File: src/rtl/alu_flags.sv
`default_nettype none
// +--------------------------------------------------------------------------+
// | Module   : alu_flags                                                     |
// | Purpose  : Z/N/H/C flag register for a nibble-serial ALU. A low-nibble   |
// |            pass is captured as pending partial flags and a high pass     |
// |            commits the architectural flags. Direct F writes (POP AF)     |
// |            override the ALU.                                             |
// | Option   : ALU_FLAGS_DAA_EN adds the acc input and the daa_adj/daa_c     |
// |            outputs, a decimal-adjust correction derived from N/H/C.      |
// | Revision : 1.0 - initial release                                         |
// +--------------------------------------------------------------------------+
module alu_flags (
  input  logic       clk,
  input  logic       reset,
  input  logic       ce,
  input  logic       l,
  input  logic       h,
  input  logic       nib_zero,
  input  logic       nib_co,
  input  logic       shift_dbh,
  input  logic       ld_z,
  input  logic       ld_n,
  input  logic       ld_h,
  input  logic       ld_c,
  input  logic       n_val,
  input  logic [1:0] c_sel,
  input  logic [1:0] h_sel,
  input  logic       fl_we,
  input  logic [7:0] fl_din,
`ifdef ALU_FLAGS_DAA_EN
  input  logic [7:0] acc,
  output logic [7:0] daa_adj,
  output logic       daa_c,
`endif
  output logic [7:0] fl,
  output logic       alu_ci,
  output logic       pend
);

  typedef enum logic [0:0] {
    IDLE     = 1'b0,
    LOW_DONE = 1'b1
  } state_t;

  state_t state_q, state_d;
  logic   z_q, z_d;
  logic   n_q, n_d;
  logic   h_q, h_d;
  logic   c_q, c_d;
  logic   z_lo_q, z_lo_d;
  logic   h_lo_q, h_lo_d;

  // The low nibble of a direct F write has no storage behind it.
  logic   unused_fl_din_lo;
  assign unused_fl_din_lo = ^fl_din[3:0];

  // Flag and pass-state registers; idle values of z_lo/h_lo make a lone high pass self-contained.
  always_ff @(posedge clk or posedge reset) begin
    if (reset) begin
      state_q <= IDLE;
      z_q     <= 1'b0;
      n_q     <= 1'b0;
      h_q     <= 1'b0;
      c_q     <= 1'b0;
      z_lo_q  <= 1'b1;
      h_lo_q  <= 1'b0;
    end else begin
      state_q <= state_d;
      z_q     <= z_d;
      n_q     <= n_d;
      h_q     <= h_d;
      c_q     <= c_d;
      z_lo_q  <= z_lo_d;
      h_lo_q  <= h_lo_d;
    end
  end

  // Next-state: direct write beats the ALU; low pass captures, high or full pass commits.
  always_comb begin
    logic z_src;
    logic h_src;
    state_d = state_q;
    z_d     = z_q;
    n_d     = n_q;
    h_d     = h_q;
    c_d     = c_q;
    z_lo_d  = z_lo_q;
    h_lo_d  = h_lo_q;
    // A full pass (l&h) sees the whole byte now; a high pass merges the captured low half.
    z_src   = l ? nib_zero : (z_lo_q & nib_zero);
    h_src   = l ? nib_co   : h_lo_q;

    if (fl_we) begin
      z_d     = fl_din[7];
      n_d     = fl_din[6];
      h_d     = fl_din[5];
      c_d     = fl_din[4];
      z_lo_d  = 1'b1;
      h_lo_d  = 1'b0;
      state_d = IDLE;
    end else if (ce && l && !h) begin
      z_lo_d  = nib_zero;
      h_lo_d  = nib_co;
      state_d = LOW_DONE;
    end else if (ce && h) begin
      if (ld_z) z_d = z_src;
      if (ld_n) n_d = n_val;
      if (ld_h) begin
        case (h_sel)
          2'd0:    h_d = h_src;
          2'd3:    h_d = 1'b1;
          default: h_d = 1'b0;   // 1 is reserved and behaves as force-0
        endcase
      end
      if (ld_c) begin
        case (c_sel)
          2'd0:    c_d = nib_co;
          2'd1:    c_d = shift_dbh;
          2'd2:    c_d = 1'b0;
          default: c_d = 1'b1;
        endcase
      end
      z_lo_d  = 1'b1;
      h_lo_d  = 1'b0;
      state_d = IDLE;
    end
  end

  assign fl     = {z_q, n_q, h_q, c_q, 4'b0000};
  assign alu_ci = c_q;
  assign pend   = (state_q == LOW_DONE);

`ifdef ALU_FLAGS_DAA_EN
  // Decimal-adjust correction: add after addition, subtract after subtraction.
  always_comb begin
    daa_adj = 8'h00;
    daa_c   = 1'b0;
    if (!n_q) begin
      if (h_q || (acc[3:0] > 4'd9)) daa_adj[3:0] = 4'h6;
      if (c_q || (acc > 8'h99)) begin
        daa_adj[7:4] = 4'h6;
        daa_c        = 1'b1;
      end
    end else begin
      daa_adj = {(c_q ? 4'h6 : 4'h0), (h_q ? 4'h6 : 4'h0)};
      daa_c   = c_q;
    end
  end
`endif

endmodule
`default_nettype wire

File: config.mk
export PLATFORM = sky130hd
export DESIGN_NAME = alu_flags
export DESIGN_NICKNAME = d
export VERILOG_FILES = /design/src/rtl/alu_flags.sv
export SDC_FILE = /design/constraint.sdc
export NUM_CORES = 1
export LEC_CHECK = 0
export CORE_MARGIN = 4
export CORE_UTILIZATION = 34
export DETAILED_ROUTE_END_ITERATION = 8
export PLACE_DENSITY_LB_ADDON = 0.1
export SLEW_MARGIN = 25
export SYNTH_ARGS = -nofsm -noshare
export SYNTH_HDL_FRONTEND = slang
export SYNTH_SLANG_ARGS = --single-unit
File: constraint.sdc
create_clock -name clk -period 1.2 [get_ports clk]
set_input_delay 0.24 -clock clk [delete_from_list [all_inputs] [get_ports clk]]
set_output_delay 0.24 -clock clk [all_outputs]
set_load 0.005 [all_outputs]
Yosys cells after proc, flatten, opt, wreduce, memory -nomap -nowiden

Index checks and enable logic that the tools add are counted.

Reductions and logical operators: 16
Mux-type cells: 28
Bitwise logic cells: 1
Equality and inequality tests: 4

Operators by type and width:

| cell                 | count |
|---|---|
| $mux W1              | 26 |
| $reduce_and A3 Y1    | 4 |
| $reduce_bool A2 Y1   | 5 |
| $eq A2 B2 Y1 const B | 2 |
| $logic_not A2 Y1     | 2 |
| $logic_and A1 B1 Y1  | 3 |
| $pmux W1 S3          | 1 |
| $reduce_bool A3 Y1   | 1 |
| $eq A2 B1 Y1 const B | 1 |
| $ne A2 B2 Y1 const B | 1 |
| $pmux W1 S2          | 1 |
| $and A1 B1 Y1        | 1 |
| $logic_not A1 Y1     | 1 |

Flip-flop bits (word level): 7

Longest topological paths before layout

Gate-level depths: netlist (run 1).

Depth after elaboration: 6
Depth in mapped cells: 5

Least setup slack after synthesis (run 1)

No wires, ideal clock.

Path type: input to register
Start point: input h_sel[0]
End point: register h_q
Required time: 1.127 ns
Library setup time: 0.073 ns
Stages: 5
Slack: 0.084 ns
Path buffers: 0
Data arrival time: 1.043 ns
Cells stage by stage: inv_1 ha_1 o21bai_1 a311o_1 a21oi_2

Longest elaborated chain between the ends: 6

RTL lines:

| what                                                    | line | RTL |
|---|---|---|
| start, declared                                         | 27   | `input logic [1:0] h_sel,` |
| $eq A2 B2 Y1 / $logic_not A2 Y1 (equally long branches) | 109  | `case (h_sel)` |
| $pmux W1 S2 *                                           | 109  |  |
| $mux W1 *                                               | 108  | `if (ld_h) begin` |
| $mux W1 *                                               | 105  | `end else if (ce && h) begin` |
| $mux W1 *                                               | 101  | `end else if (ce && l && !h) begin` |
| $mux W1 *                                               | 93   | `if (fl_we) begin` |
| end signal, assigned                                    | 63   | `h_q <= 1'b0;` |
| end signal, assigned                                    | 71   | `h_q <= h_d;` |
| end, declared                                           | 48   | `logic h_q, h_d;` |

Mark *: on every way between the ends. The rest lies on a longest branch, timed or not. The select of a mux whose other input is x is not followed.
A chain may end at the register's enable or synchronous reset.

Worst setup path after layout (run 1)

Start point: register c_q (netlist: alu_ci)
End point: output alu_ci

RTL lines:

| what                   | line | RTL |
|---|---|---|
| start, declared        | 49   | `logic c_q, c_d;` |
| start signal, assigned | 64   | `c_q <= 1'b0;` |
| start signal, assigned | 72   | `c_q <= c_d;` |
| end, declared          | 36   | `output logic alu_ci,` |

No word-level cell between the ends.

==> flow_metrics.env, run 1 <==
export IMPL_fin_crit_sh=0.948
export IMPL_totalWireLength_um=1180
export IMPL_fin_nets=120
export IMPL_critPathCaptureType="primary output"
export IMPL_place_hpwl_um=985
export IMPL_fillCellCount=138
export IMPL_grt_util_met2=0.203
export IMPL_final_common_cell="clkdlybuf4s50_1"
export IMPL_first_iter_violations=1
export IMPL_power_density_nw_per_um2=813
export IMPL_hold_buffers=0
export IMPL_syn_avg_cell_area_um2=8.80
export IMPL_gp_congestion=0.717
export IMPL_swShare=0.252
export IMPL_vdd_ir_drop_max_uv=654
export IMPL_power_w=0.000679
export IMPL_netlist_area_um2=519
export IMPL_ys_ff_latch=7
export IMPL_clock_latency_ns=0.26
export IMPL_multi_input_area_um2=263
export IMPL_p_leak_nw=0.409
export IMPL_min_period_ns=1.14
export IMPL_grt_pass1_wl_um=1750
export IMPL_cpPeakStageDelay_ns=0.38
export IMPL_grt_max_degree=8
export IMPL_slew_viol_final=0
export IMPL_start_util=0.380
export IMPL_timing_rr_end="alu_ci"
export IMPL_seqPwrFrac=0.387
export IMPL_clk_pin_slew_ns=0.06
export IMPL_yosysTopAreaCellShare=0.289
export IMPL_tritoncts="built"
export IMPL_syn_to_final_growth_pct=60.7
export IMPL_dieArea_um2=2220
export IMPL_cts_max_level=1
export IMPL_use_met1=0.118
export IMPL_core_um2=1370
export IMPL_grt_use_met3=0.0728
export IMPL_power_share_clock=0.322
export IMPL_p_sw_w=0.000171
export IMPL_fmax_mhz=879
export IMPL_port_buffers=27
export IMPL_grt_setup_unrepaired="false"
export IMPL_grt_use_total=0.115
export IMPL_drv_cap=0
export IMPL_die_h_um=47.1
export IMPL_r2r_setup_slack_ns=0.20
export IMPL_cp_slowest_cell="dfrtp_1"
export IMPL_root_buffer="clkbuf_4"
export IMPL_rows=13
export IMPL_wl_per_cell_um=11.1
export IMPL_yosysWarnings=0
export IMPL_cp_max_fo=3
export IMPL_numCtsBuffers=3
export IMPL_worstReg2RegStart="alu_ci"
export IMPL_startpoint_type="register"
export IMPL_finalHoldViolCount=0
export IMPL_internal_power_w=0.000508
export IMPL_hold_class="input port to async pin"
export IMPL_postLayoutCellArea_um2=835
export IMPL_cp_data_arrival_time_ns=0.90
export IMPL_seqCellArea_um2=176
export IMPL_ios=36
export IMPL_ant_nets=0
export IMPL_antennaDiodeCount=0
export IMPL_path_buf_inv=1
export IMPL_yosys_top_cells_area="dfrtp_1 29%, buf_4 13%, dfstp_2 5.1%, ha_1 4.8%, inv_1 4.3%"
export IMPL_gr_max_usage_layer="met2"
export IMPL_drc_errors=0
export IMPL_cts_max_path_buffers=2
export IMPL_synth_seq_area_share=0.340
export IMPL_finalSetupViolCount=0
export IMPL_die_w_um=47.1
export IMPL_status="finished clean"
export IMPL_path_cells="dlygate4sd2_1"
export IMPL_critPathRequiredTime_ns=0.96
export IMPL_layout_common_cells="16 x clkdlybuf4s50_1, 10 x dlygate4sd2_1, 9 x buf_4, 6 x inv_1, 6 x dfrtp_1"
export IMPL_drive_gt1_frac=0.198
export IMPL_cts_sinks=7
export IMPL_hold_ws_ns=0.209
export IMPL_final_setup_skew_ns=0.0000754
export IMPL_path_class="register to primary output"
export IMPL_comb_power_share=0.291
export IMPL_num_vias=488
export IMPL_synth_distinct_cells=29
export IMPL_rr_worst_depth=4
export IMPL_yosysTopAreaCell="dfrtp_1"
export IMPL_overflow=0
export IMPL_grt_antenna_before_repair=0
export IMPL_syn_inst=59
export IMPL_crit_family="flip-flops"
export IMPL_placed_area_um2=803
export IMPL_drt_pre_antenna_iters=2
export IMPL_grt_pass1_vias=446
export IMPL_tns_ns=0
export IMPL_viasPerCell=4.60
## cell usage after synthesis
cell type and count:
buf_4 9, dfrtp_1 6, inv_1 6, a21oi_1 3, nand2_1 3, nand2b_1 3
nand3_1 3, o21ai_0 3, ha_1 2, mux2i_1 2, a211oi_1 1, a21o_2 1
a21oi_2 1, a22o_1 1, a311o_1 1, a31oi_1 1, and3_1 1, buf_2 1
clkbuf_1 1, conb_1 1, dfstp_2 1, mux2_2 1, nand3_2 1, nor2_1 1
nor2b_1 1, o21a_1 1, o21bai_1 1, o311ai_1 1, o32ai_1 1
## power groups by stage
| stage | logic, W | registers (W) | clock network [W] |
|---|---|---|---|
| 6_report | 0.000198 | 0.000263 | 0.000218 |
| 4_1_cts | 0.000199 | 0.000263 | 0.000225 |
| 3_3_place_gp | 0.000209 | 0.000268 | 0 |
| 5_1_grt | 0.000219 | 0.000265 | 0.000250 |
| 3_5_place_dp | 0.000211 | 0.000268 | 0 |
| 2_1_floorplan | 0.000101 | 0.000267 | 0 |
## stage by stage
| stage | setup WS (ns) | util | instances |
|---|---|---|---|
| after floorplan | 0.0840 | - | 62 |
| after global placement | -0.434 | 0.588 | 101 |
| after detailed placement | -0.460 | 0.588 | 101 |
| after CTS | 0.00785 | 0.603 | 106 |
| after global routing | 0.00937 | 0.611 | 106 |
| final | 0.0621 | 0.611 | 106 |
## cells by family (layout without fill, tap and decap cells)
kind of cell / Yosys count / after routing / synth area share
flops: 7 / 7 / 0.340
other cells: 1 / 4 / 0.00722
fa+ha+maj: 2 / 2 / 0.0482
compound gates: 16 / 16 / 0.217
mux: 3 / 3 / 0.0602
simple gates: 13 / 13 / 0.137
buf+inv: 17 / 46 / 0.190
## registers in the layout (all words and copies together), names as in the netlist
name    count
alu_ci      1
h_lo_q      1
h_q         1
n_q         1
pend        1
z_lo_q      1
z_q         1
## cell type report
class                      instances  share of cell area
timing repair buffer              36               0.393
multi-input combinational         38               0.315
sequential                         7               0.211
clock buffer                       4              0.0315
inverter                           6              0.0270
tap                               15              0.0225
## per-layer routing
| layer | vias up | part of all wire |
|---|---|---|
| met4 | 0 | 0 |
| met5 | - | 0 |
| li1 | 256 | - |
| met2 | 18 | 0.52 |
| met3 | 0 | 0.097 |
| met1 | 214 | 0.38 |
## how the worst max path moves through the flow
stage | start | endpoint | slack, ns | cells past startpoint
finish | alu_ci | alu_ci | 0.06 | 1
floorplan | h_sel[0] | h_q | 0.08 | 5
global placement | h_sel[0] | h_q | -0.43 | 6
global route | h_sel[0] | h_q | 0.009 | 6
CTS | l | h_q | 0.008 | 4
detailed placement | h_sel[0] | h_q | -0.46 | 6
## timing repair
| action | 4_1_cts | 5_1_grt |
|---|---|---|
| setup endpoints to repair | 10 | 2 |
| resized for setup | 10 | 2 |
| setup buffers | 1 | 0 |
Power figures use the tool's default switching activity.
==> run 2, diff against run 1 <==
--- a/config.mk
+++ b/config.mk
@@ -8,7 +8,7 @@
 export CORE_MARGIN = 4
 export CORE_UTILIZATION = 34
 export DETAILED_ROUTE_END_ITERATION = 8
-export PLACE_DENSITY_LB_ADDON = 0.1
+export PLACE_DENSITY = 0.83
 export SLEW_MARGIN = 25
 export SYNTH_ARGS = -nofsm -noshare
 export SYNTH_HDL_FRONTEND = slang
==> run 2 against run 1 <==
  * Clock-buffer cell count unchanged
  * Non-clock buffer count decreased by 4
  * Setup slack got worse by 0.0030 ns
  * Utilization decreased by 2.7 points
  * Flip-flop and latch count unchanged
  * Register-to-register slack about the same
  * Cell count decreased by 3.8%
  * Die area unchanged
  * Worst hold slack improved by 0.011 ns
  * Clock skew increased by 0.0037 ns
  * Sequential share of layout area increased by 1.0 points
  * Fmax decreased by 0.27%
  * Critical endpoint unchanged
  * Largest cell class unchanged
  * Largest power group unchanged
  * Highest routed layer unchanged
==> flow_metrics.env, run 2 (synthesis gave the netlist of run 1 again) <==
export IMPL_hold_ws_ns=0.221
export IMPL_fin_util=0.583
export IMPL_worstReg2RegStart="h_lo_q"
export IMPL_vdd_ir_drop_max_uv=538
export IMPL_power_density_nw_per_um2=836
export IMPL_finalSetupViolCount=0
export IMPL_ant_nets=0
export IMPL_grt_use_total=0.120
export IMPL_grt_pass1_vias=475
export IMPL_cts_max_level=1
export IMPL_clk_pin_slew_ns=0.05
export IMPL_gr_max_usage_layer="met2"
export IMPL_drv_cap=0
export IMPL_cp_slowest_cell="dfrtp_1"
export IMPL_slew_viol_final=0
export IMPL_fmax_mhz=876
export IMPL_port_buffers=27
export IMPL_wl_per_cell_um=12.2
export IMPL_cts_sinks=7
export IMPL_drt_pre_antenna_iters=4
export IMPL_overflow=0
export IMPL_fin_nets=116
export IMPL_rr_worst_depth=3
export IMPL_postLayoutCellArea_um2=797
export IMPL_gp_congestion=0.766
export IMPL_grt_util_met2=0.203
export IMPL_viasPerCell=4.90
export IMPL_final_common_cell="clkdlybuf4s50_1"
export IMPL_syn_to_final_growth_pct=53.5
export IMPL_totalWireLength_um=1250
export IMPL_min_period_ns=1.14
export IMPL_placed_area_um2=781
export IMPL_cp_data_arrival_time_ns=0.90
export IMPL_tritoncts="built"
export IMPL_cts_max_path_buffers=2
export IMPL_grt_max_degree=8
export IMPL_core_um2=1370
export IMPL_path_class="register to primary output"
export IMPL_numCtsBuffers=3
export IMPL_fin_crit_sh=0.951
export IMPL_die_w_um=47.1
export IMPL_path_cells="dlygate4sd2_1"
export IMPL_rows=13
export IMPL_drc_errors=0
export IMPL_clock_latency_ns=0.25
export IMPL_start_util=0.380
export IMPL_path_buf_inv=1
export IMPL_layout_common_cells="16 x clkdlybuf4s50_1, 9 x dlygate4sd2_1, 6 x inv_1, 6 x dfrtp_1, 5 x buf_4"
export IMPL_die_h_um=47.1
export IMPL_hold_class="input port to async pin"
export IMPL_critPathRequiredTime_ns=0.96
export IMPL_timing_rr_end="h_q"
export IMPL_dieArea_um2=2220
export IMPL_root_buffer="clkbuf_4"
export IMPL_r2r_setup_slack_ns=0.21
export IMPL_cpPeakStageDelay_ns=0.39
export IMPL_final_setup_skew_ns=0.00383
export IMPL_critPathCaptureType="primary output"
export IMPL_cp_max_fo=3
export IMPL_ios=36
export IMPL_use_met1=0.135
export IMPL_num_vias=500
export IMPL_first_iter_violations=2
export IMPL_startpoint_type="register"
export IMPL_grt_setup_unrepaired="false"
export IMPL_grt_use_met3=0.0460
export IMPL_post_cts_buffers=0
export IMPL_hold_buffers=0
export IMPL_place_hpwl_um=985
export IMPL_crit_family="flip-flops"
export IMPL_finalHoldViolCount=0
export IMPL_p_leak_nw=0.378
export IMPL_status="finished clean"
export IMPL_drive_gt1_frac=0.184
export IMPL_grt_pass1_wl_um=1890
export IMPL_antennaDiodeCount=0
export IMPL_grt_antenna_before_repair=0
-- run 2: cell count changes in the layout (fill, tap and decap cells not counted), sizes merged --
cell | before | now
clkbuf | 4 | 6
dlygate4sd2 | 10 | 9
dlymetal6s2s | 1 | 0
buf | 9 | 5
-- run 2: timing repair --
item	4_1_cts	5_1_grt
resized for setup	11	5
gates cloned	0	0
hold endpoints to repair	0	0
pin swaps	0	2
endpoints found under the setup margin	10	1
-- run 2: power breakdown --
group | internal [W] | leakage (nW) | switching [W] | total [W]
clock | 0.000127 | 0.0150 | 0.0000852 | 0.000212
combinational | 0.000119 | 0.278 | 0.0000727 | 0.000191
sequential | 0.000254 | 0.0849 | 0.00000860 | 0.000263
total | 0.000500 | 0.378 | 0.000166 | 0.000666
-- run 2: final cells by class --
| type | instances | area [µm²] |
|---|---|---|
| Sequential cell | 7 | 176 |
| Timing Repair Buffer | 32 | 287 |
| Inverter | 6 | 22.5 |
| Tap cell | 15 | 18.8 |
| Fill cell | 140 | 569 |
| Clock buffer | 4 | 26.3 |
| Multi-Input combinational cell | 38 | 267 |
-- run 2: through the flow --
| stage | worst slack, ns | power, W | setup TNS [ns] | std cells |
|---|---|---|---|---|
| finish | 0.0591 | 0.000666 | 0 | 102 |
| global placement | -0.433 | 0.000468 | -1.87 | 98 |
| global route | 0.0157 | 0.000719 | 0 | 102 |
| CTS | 0.0489 | 0.000672 | 0 | 102 |
| detailed placement | -0.472 | 0.000473 | -1.98 | 98 |
| floorplan | 0.0840 | 0.000367 | 0 | 62 |
-- run 2: how the worst max path moves through the flow --
stage | start | to | slack, ns | depth (start not counted)
after floorplan | h_sel[0] | h_q | 0.08 | 5
after global placement | h_sel[0] | h_q | -0.43 | 6
after detailed placement | h_sel[0] | h_q | -0.47 | 6
after CTS | alu_ci | fl[4] | 0.05 | 1
after global routing | alu_ci | alu_ci | 0.02 | 1
final | alu_ci | alu_ci | 0.06 | 1
-- run 2: layer usage --
metal	wire [µm]	vias to the layer above
met4	0	0
li1	-	246
met5	0	-
met3	199	0
met1	471	228
met2	577	26
